## src/rtl/uart_n_if.sv

```systemverilog
// Bus between the message builder (master) and the multi-byte UART transmitter (slave).
interface uart_n_if;
    logic [63:0] buffer;
    logic [3:0]  num;
    logic        trig_in;
    logic        idle;
    logic        tx;

    modport master (output buffer, output num, output trig_in, input idle, input tx);
    modport slave  (input buffer, input num, input trig_in, output idle, output tx);
endinterface

```

## src/rtl/uart_n.sv

```systemverilog
// Multi-byte 8-N-1 UART transmitter: latches up to 8 bytes on trigger and sends them back-to-back.
// Define UART_N_PARITY_EN to insert an even-parity bit before the stop bit.
module uart_n #(
    parameter int CLKS_PER_BIT = 217
) (
    input  logic     i_clk,
    input  logic     i_rst,
    uart_n_if.slave  bus
);

    localparam int               CNT_W    = $clog2(CLKS_PER_BIT);
    localparam logic [CNT_W-1:0] CNT_LAST = CNT_W'(CLKS_PER_BIT - 1);

`ifdef UART_N_PARITY_EN
    typedef enum logic [2:0] {S_IDLE, S_START, S_DATA, S_PARITY, S_STOP} state_t;
`else
    typedef enum logic [2:0] {S_IDLE, S_START, S_DATA, S_STOP} state_t;
`endif

    state_t           r_state;
    state_t           w_state_next;
    logic [CNT_W-1:0] r_bit_cnt;
    logic [2:0]       r_bit_idx;
    logic [3:0]       r_byte_cnt;
    logic [63:0]      r_shift;
    logic             r_tx;
    logic             r_idle;

    logic [3:0]       w_num_eff;
    logic             w_bit_end;
    logic             w_start;
    logic             w_tx_next;
    logic [7:0]       w_byte;

    assign w_num_eff = (bus.num > 4'd8) ? 4'd8 : bus.num;
    assign w_bit_end = (r_bit_cnt == CNT_LAST);
    assign w_byte    = r_shift[7:0];

    assign bus.tx    = r_tx;
    assign bus.idle  = r_idle;

    always_ff @(posedge i_clk or posedge i_rst) begin
        if (i_rst) begin
            r_state <= S_IDLE;
        end else begin
            r_state <= w_state_next;
        end
    end

    // TX is the registered image of the current state, so outputs trail the FSM by one cycle.
    always_comb begin
        w_state_next = r_state;
        w_tx_next    = 1'b1;
        w_start      = 1'b0;
        case (r_state)
            S_IDLE: begin
                if (bus.trig_in && (w_num_eff != 4'd0)) begin
                    w_start      = 1'b1;
                    w_state_next = S_START;
                end
            end
            S_START: begin
                w_tx_next = 1'b0;
                if (w_bit_end) begin
                    w_state_next = S_DATA;
                end
            end
            S_DATA: begin
                w_tx_next = w_byte[r_bit_idx];
                if (w_bit_end && (r_bit_idx == 3'd7)) begin
`ifdef UART_N_PARITY_EN
                    w_state_next = S_PARITY;
`else
                    w_state_next = S_STOP;
`endif
                end
            end
`ifdef UART_N_PARITY_EN
            S_PARITY: begin
                w_tx_next = ^w_byte;
                if (w_bit_end) begin
                    w_state_next = S_STOP;
                end
            end
`endif
            S_STOP: begin
                w_tx_next = 1'b1;
                if (w_bit_end) begin
                    w_state_next = (r_byte_cnt == 4'd1) ? S_IDLE : S_START;
                end
            end
            default: begin
                w_state_next = S_IDLE;
            end
        endcase
    end

    always_ff @(posedge i_clk or posedge i_rst) begin
        if (i_rst) begin
            r_tx       <= 1'b1;
            r_idle     <= 1'b1;
            r_bit_cnt  <= '0;
            r_bit_idx  <= '0;
            r_byte_cnt <= '0;
            r_shift    <= '0;
        end else begin
            r_tx   <= w_tx_next;
            r_idle <= (r_state == S_IDLE);
            if (w_start) begin
                r_shift    <= bus.buffer;
                r_byte_cnt <= w_num_eff;
                r_bit_cnt  <= '0;
                r_bit_idx  <= '0;
            end else if (r_state != S_IDLE) begin
                if (w_bit_end) begin
                    r_bit_cnt <= '0;
                    if (r_state == S_DATA) begin
                        r_bit_idx <= r_bit_idx + 3'd1;
                    end
                    // End of stop bit: retire the byte and expose the next one.
                    if (r_state == S_STOP) begin
                        r_byte_cnt <= r_byte_cnt - 4'd1;
                        r_shift    <= {8'h00, r_shift[63:8]};
                    end
                end else begin
                    r_bit_cnt <= r_bit_cnt + CNT_W'(1);
                end
            end
        end
    end

endmodule

```

## src/flat_wrapper.sv

```systemverilog
// flat-port wrapper written by rule: the top's interface ports become plain ports
module uart_n_flat 
#(
    parameter int CLKS_PER_BIT = 217
)
  (i_clk, i_rst, bus_buffer, bus_num, bus_trig_in, bus_idle, bus_tx);
  uart_n_if bus_i ();
  input  logic i_clk;
  input  logic i_rst;
  input wire logic [$bits(bus_i.buffer)-1:0] bus_buffer;
  input wire logic [$bits(bus_i.num)-1:0] bus_num;
  input wire logic [$bits(bus_i.trig_in)-1:0] bus_trig_in;
  output wire logic [$bits(bus_i.idle)-1:0] bus_idle;
  output wire logic [$bits(bus_i.tx)-1:0] bus_tx;
  assign bus_i.buffer = bus_buffer;
  assign bus_i.num = bus_num;
  assign bus_i.trig_in = bus_trig_in;
  assign bus_idle = bus_i.idle;
  assign bus_tx = bus_i.tx;
  uart_n #(.CLKS_PER_BIT(CLKS_PER_BIT)) u_core (.i_clk(i_clk), .i_rst(i_rst), .bus(bus_i));
endmodule
```

## config.mk

```make
export PLATFORM = sky130hd
export DESIGN_NAME = uart_n_flat
export DESIGN_NICKNAME = d
export VERILOG_FILES = /design/src/rtl/uart_n_if.sv /design/src/rtl/uart_n.sv /design/src/flat_wrapper.sv
export SDC_FILE = /design/constraint.sdc
export NUM_CORES = 1
export LEC_CHECK = 0
export CELL_PAD_IN_SITES_DETAIL_PLACEMENT = 0
export CELL_PAD_IN_SITES_GLOBAL_PLACEMENT = 1
export CORE_AREA = 3 3 111 113
export CTS_CLUSTER_SIZE = 12
export DETAILED_ROUTE_END_ITERATION = 10
export DIE_AREA = 0 0 114 116
export PLACE_DENSITY_LB_ADDON = 0.1
export SYNTH_ARGS = -nofsm -noshare
export SYNTH_HDL_FRONTEND = slang
export SYNTH_SLANG_ARGS = --single-unit
```

## constraint.sdc

```tcl
create_clock -name i_clk -period 7.4 [get_ports i_clk]
set_input_delay 1.85 -clock i_clk [delete_from_list [all_inputs] [get_ports i_clk]]
set_output_delay 1.85 -clock i_clk [all_outputs]
set_load 0.02 [all_outputs]
```

Word level (Yosys, flattened, before mapping)
Index checks and enable logic that the tools add are counted. W data, S select, Z words.

Logic and storage cells: 61. Input port bits: 71. Bits in registers: 84. Output and inout port bits: 2.

Add/sub/neg operators: 3. Reductions and logical operators: 12. Mux-type cells: 27. Equality and inequality tests: 10. Magnitude comparators: 2.

Operators by type and width (count): $mux W64 (4); $mux W3 (8); $mux W8 (3); $mux W4 (5); $pmux W3 S4 (1); $add A8 B1 Y8 const B (1); $eq A8 B8 Y1 const B (1); $ne A2 B1 Y1 const B (4); $reduce_bool A2 Y1 (4); $eq A3 B2 Y1 const B (2); $reduce_and A3 Y1 (2); $eq A4 B1 Y1 const B (1); $gt A4 B4 Y1 const B (1); $lt A3 B4 Y1 const B (1); $mux W1 (4); $reduce_and A4 Y1 (1); $reduce_bool A4 Y1 (1); $sub A4 B1 Y4 const B (1); $add A3 B1 Y3 const B (1); $bmux W1 S3 (1); $eq A3 B1 Y1 const B (1); $eq A3 B3 Y1 const B (1); $logic_not A3 Y1 (1); $reduce_bool A3 Y1 (1); 2 further kinds (3).

Depth between registers and ports, before layout
Depth in word-level cells: 8. Gate-level depth with buffers: 9. Depth with buffers taken out: 6.

Worst setup path after synthesis
No wires, ideal clock.

Kind: input -> register. From: input port bus_num[3]. To: register u_core.r_shift[0]. Path slack: 4.339 ns. Data required time: 7.282 ns. Arrival: 2.943 ns. Library setup time: 0.118 ns. Buffers on the path: 1. Cell stages on the path: 5. Cell sequence: o41ai_4 -> nor2_2 -> clkbuf_1 -> a22o_1 -> a21o_1.

Cells in the longest elaborated chain, start to end: 8. Elaborated cells between the ends (all ways): 11. Classes of those cells: order compare: 1; mux: 4; reduce/logical: 6.

RTL lines: start, declared (RTL line flat_wrapper.sv:11) `input wire logic [$bits(bus_i.num)-1:0] bus_num;`; $gt A4 B4 Y1 (RTL line uart_n.sv:35) `assign w_num_eff = (bus.num > 4'd8) ? 4'd8 : bus.num;`; $mux W4 * (RTL line uart_n.sv:35); $reduce_bool A4 Y1 * (RTL line uart_n.sv:57) `if (bus.trig_in && (w_num_eff != 4'd0)) begin`; $logic_and A1 B1 Y1 * (RTL line uart_n.sv:57); $mux W1 * (RTL line uart_n.sv:57); $mux W1 * (RTL line uart_n.sv:55) `case (r_state)`; $reduce_bool A2 Y1 (no line); $reduce_and A3 Y1 (no line); end signal, assigned (RTL line uart_n.sv:110) `r_shift <= bus.buffer;`; end signal, assigned (RTL line uart_n.sv:123) `r_shift <= {8'h00, r_shift[63:8]};`; end, declared (RTL line uart_n.sv:25) `logic [63:0] r_shift;`.

Mark *: on every way between the ends. The rest lies on a longest branch, timed or not. A chain may end at the register's enable or synchronous reset.

Final worst setup path
From: input port bus_num[3]. To: register u_core.r_byte_cnt[3].

Cells in the longest elaborated chain, start to end: 8. Elaborated cells between the ends (all ways): 11. Classes of those cells: order compare: 1; mux: 4; reduce/logical: 6.

RTL lines: $gt A4 B4 Y1 (RTL line uart_n.sv:35); $mux W4 * (RTL line uart_n.sv:35); $reduce_bool A4 Y1 (RTL line uart_n.sv:57); $logic_and A1 B1 Y1 (RTL line uart_n.sv:57); $mux W1 (RTL line uart_n.sv:57); $mux W1 (RTL line uart_n.sv:55); $reduce_bool A2 Y1 (no line); $reduce_and A3 Y1 (no line); end signal, assigned (RTL line uart_n.sv:111) `r_byte_cnt <= w_num_eff;`; end signal, assigned (RTL line uart_n.sv:122) `r_byte_cnt <= r_byte_cnt - 4'd1;`; end, declared (RTL line uart_n.sv:24) `logic [3:0] r_byte_cnt;`.

Marked as above.

==> implementation parameters <==
Parameter                              Value

Status
  Outcome ... completed

Logic synthesis
  Post-synth EDFFs ... 0
  Biggest area consumer among synthesized cells ... sky130_fd_sc_hd__dfrtp_1
  Share of flip-flops with an asynchronous set or reset ... 1.00
  Cell with the most instances after synthesis ... sky130_fd_sc_hd__dfrtp_1
  Distinct cell type count of the synthesized netlist ... 48
  Post-synth top area share ... 0.513
  Sequential fraction of the synthesis area ... 0.527
  Commonest cells in the synthesized netlist ... sky130_fd_sc_hd__dfrtp_1 (81), sky130_fd_sc_hd__nand2_1 (34), sky130_fd_sc_hd__nor2_1 (32)
  Post-synth design cell area ... 3950 µm²
  Top_reg_cell synth ... sky130_fd_sc_hd__dfrtp_1
  Biggest area contributors in the synthesized netlist ... sky130_fd_sc_hd__dfrtp_1 (51%), sky130_fd_sc_hd__a22o_1 (5.5%), sky130_fd_sc_hd__a21o_1 (4.6%)
  Count of yosys warnings during synthesis ... 0
  Number of standard cells after synthesis ... 380
  Synth Net Count ... approximately 460
  Post-Syn Area per Cell ... about 10 µm²
  #FFs+latches synth ... 83

Route
  Remaining design rule violation count ... 0
  Avg WL per Cell ... 16.8 µm
  Number of search-and-repair iterations in the first detailed-routing pass ... 4
  Length of routed wiring on met1 ... 4560 µm
  DR vias ... 3083
  Met2 layer wire length in the routed design ... between 4000 and 5000 µm
  Via-per-instance ratio ... 5.25
  Routed wire length ... 9850 µm
  Starting DRT DRC Count ... 151
  Met3 wire len ... 423 µm
  Remaining number of nets flagged by the antenna check after routing ... 0
  Top routing layer used ... met4

Timing
  Final clock skew ... approximately 6.0 ps
  Number of pins exceeding their max-slew limit in the final report ... 0
  Worst rel slew slack ... 0.266
  Fin. Hold Viols ... 0
  Maximum clock frequency ... around 260 MHz
  Final setup violation count ... 0
  Minimum clock period ... 3860 ps
  Setup TNS Final ... 0 ps
  Setup repair after global routing missed its margin ... false
  Transition time at the pin with the least slew margin ... between 1000 and 1500 ps
  Post-route clock period utilization ... 0.522

Die
  Starting utilization of the core area ... 0.346
  Core outline area ... 11400 µm²
  Die height ... 116 µm
  Number of primary I/O pins ... 73
  FP Rows ... 39
  DIE WIDTH ... 114 µm
  Floorplan die area ... 13200 µm²

CTS
  Post-CTS Hold Buffers ... 0
  CTS Buf Count ... 9
  Number of H-tree branching levels ... 3
  PostCTS Resize Cnt ... 0
  Clk_lat worst skew ... 330 ps
  CTS Root Cell ... sky130_fd_sc_hd__clkbuf_16
  Max Root-Sink Buffers ... 2
  Number of sinks handled by clock tree synthesis ... 83
  Setup fix buffers added after clock tree synthesis ... 0
  Clock tree from TritonCTS ... built
  CTS clk-pin slew, worst paths ... 60 ps

Finish
  Final Instance Area ... 5010 µm²
  Final #Nets ... 520
  Antenna diode count ... 0
  Share of cells above drive strength 1 ... 0.0721
  Area growth from synthesis to final layout ... 27.0%

Worst setup path
  Count of buffering cells on the critical path with inverters included ... 1
  CP startpoint kind ... input port
  Crit-path cells ... clkdlybuf4s50_1, o41ai_4, nor2_4, nor2_2, a221o_1
  CP Capture Type ... flip-flop
  CP arrival ... 4130 ps
  Kind of cell adding the most delay to the critical path ... simple AND/OR/NAND/NOR gates
  Critical-path cell with the highest stage delay ... sky130_fd_sc_hd__nor2_2
  Category of the critical setup timing path ... input port to flip-flop
  CP max stage delay ... approximately 850 ps
  Worst EP required ... around 7700 ps
  Critical path fanouts, max ... 26

Power
  Switching share of power ... 0.332
  Cell Int Power ... 1150 µW
  Maximum resistive drop on vdd ... 0.194 mV
  Switching power ... 573 µW
  Ratio of total power to cell area ... 344 nW/µm²
  Total power draw ... 1730 µW
  Power share of the combinational group ... 0.309
  Leak pwr ... 0.00220 µW
  Clock network fraction of design power ... 0.235
  Part of the total power dissipated in sequential elements ... 0.456

Global routing
  Total track usage ... 0.158
  Number of antenna violations at the first check in global routing ... 0
  First-pass GRT wire length ... 16400 µm
  Largest net degree at the start of global routing ... 68
  Via count of the first global-routing pass ... 3206
  Grt total ovfl ... 0

Place
  RD Place Congestion ... 0.817
  Port bufs ... 72
  Placed wire-length estimate after detailed placement ... 6480 µm
  Cell area after placement ... 4750 µm²

Job
  Maximum Capacitance Violations ... 0

Min path
  Class of the tightest hold or removal check ... flip-flop to flip-flop
cell type report:
| cell class | instances | area (µm²) |
|---|---|---|
| sequential | 83 | 2080 |
| clock inverter | 4 | 28.8 |
| clock buffer | 12 | 236 |
| timing repair buffer | 76 | 751 |
| fill | 1159 | 6400 |
| multi-input combinational | 258 | 1700 |
| tap | 143 | 179 |
| inverter | 11 | 42.5 |
power groups by stage:
stage / registers, µW / clock network (µW) / logic (µW)
after global routing: 815 / 442 / 610
after floorplan: 760 / 0 / 410
after detailed placement: 796 / 0 / 539
final: 788 / 406 / 533
after global placement: 792 / 0 / 527
after CTS: 788 / 422 / 541
through the flow:
stage | setup WS [ps] | cells | utilization | hold slack [ps]
2_1_floorplan | 3420 | 380 | - | 444
6_report | 3540 | 587 | 0.439 | 477
3_3_place_gp | 3240 | 571 | 0.416 | 461
3_5_place_dp | 3210 | 571 | 0.416 | 465
5_1_grt | 3460 | 587 | 0.439 | 493
4_1_cts | 3550 | 587 | 0.439 | 479
layout by cell type, fill, tap and decap left out, types with 10 or more instances in the layout:
cell,n
sky130_fd_sc_hd__inv_1,10
sky130_fd_sc_hd__ha_1,10
sky130_fd_sc_hd__dfrtp_1,81
sky130_fd_sc_hd__nor3_1,25
sky130_fd_sc_hd__nand2_1,34
sky130_fd_sc_hd__o22ai_1,25
sky130_fd_sc_hd__a21o_1,24
sky130_fd_sc_hd__a22o_1,25
sky130_fd_sc_hd__nand3_1,24
sky130_fd_sc_hd__nor2_1,32
sky130_fd_sc_hd__clkdlybuf4s50_1,72
path summary, 6_finish.rpt:
| path | start | end | slack, ps | cells past startpoint |
|---|---|---|---|---|
| max in group asynchronous | i_rst | u_core.r_shift[26]$_DFFE_PP0P_ | 4460 | 3 |
| setup reg to reg | u_core.r_state[0]$_DFFE_PP0P_ | u_core.r_byte_cnt[3]$_DFFE_PP0P_ | 4350 | 7 |
| hold reg to reg | u_core.r_shift[12]$_DFFE_PP0P_ | u_core.r_shift[12]$_DFFE_PP0P_ | 480 | 1 |
| setup / recovery | bus_num[3] | u_core.r_byte_cnt[3]$_DFFE_PP0P_ | 3540 | 5 |
| min in group asynchronous | i_rst | u_core.r_bit_cnt[7]$_DFFE_PP0P_ | 1880 | 2 |
| hold / removal | u_core.r_shift[12]$_DFFE_PP0P_ | u_core.r_shift[12]$_DFFE_PP0P_ | 480 | 1 |
sequential cells by signal, indices dropped and copies added (netlist names):
register           flops
u_core.bus.idle        1
u_core.bus.tx          1
u_core.r_bit_cnt       8
u_core.r_bit_idx       3
u_core.r_byte_cnt      4
u_core.r_shift        64
u_core.r_state         2
kinds of logic after synthesis:
logic type,share of synthesized area
compound gates,0.204
xor+xnor,0.0111
fa+ha+maj,0.0317
buf+inv,0.0466
flops,0.527
mux,0.0193
simple gates,0.161
layer usage:
metal,GRT usage,up-vias
met1,0.211,1508
met2,0.253,58
met4,0.0428,0
li1,-,1510
met3,0.0433,7
met5,0,-
Note: power is estimated with default switching activity, not from simulation.
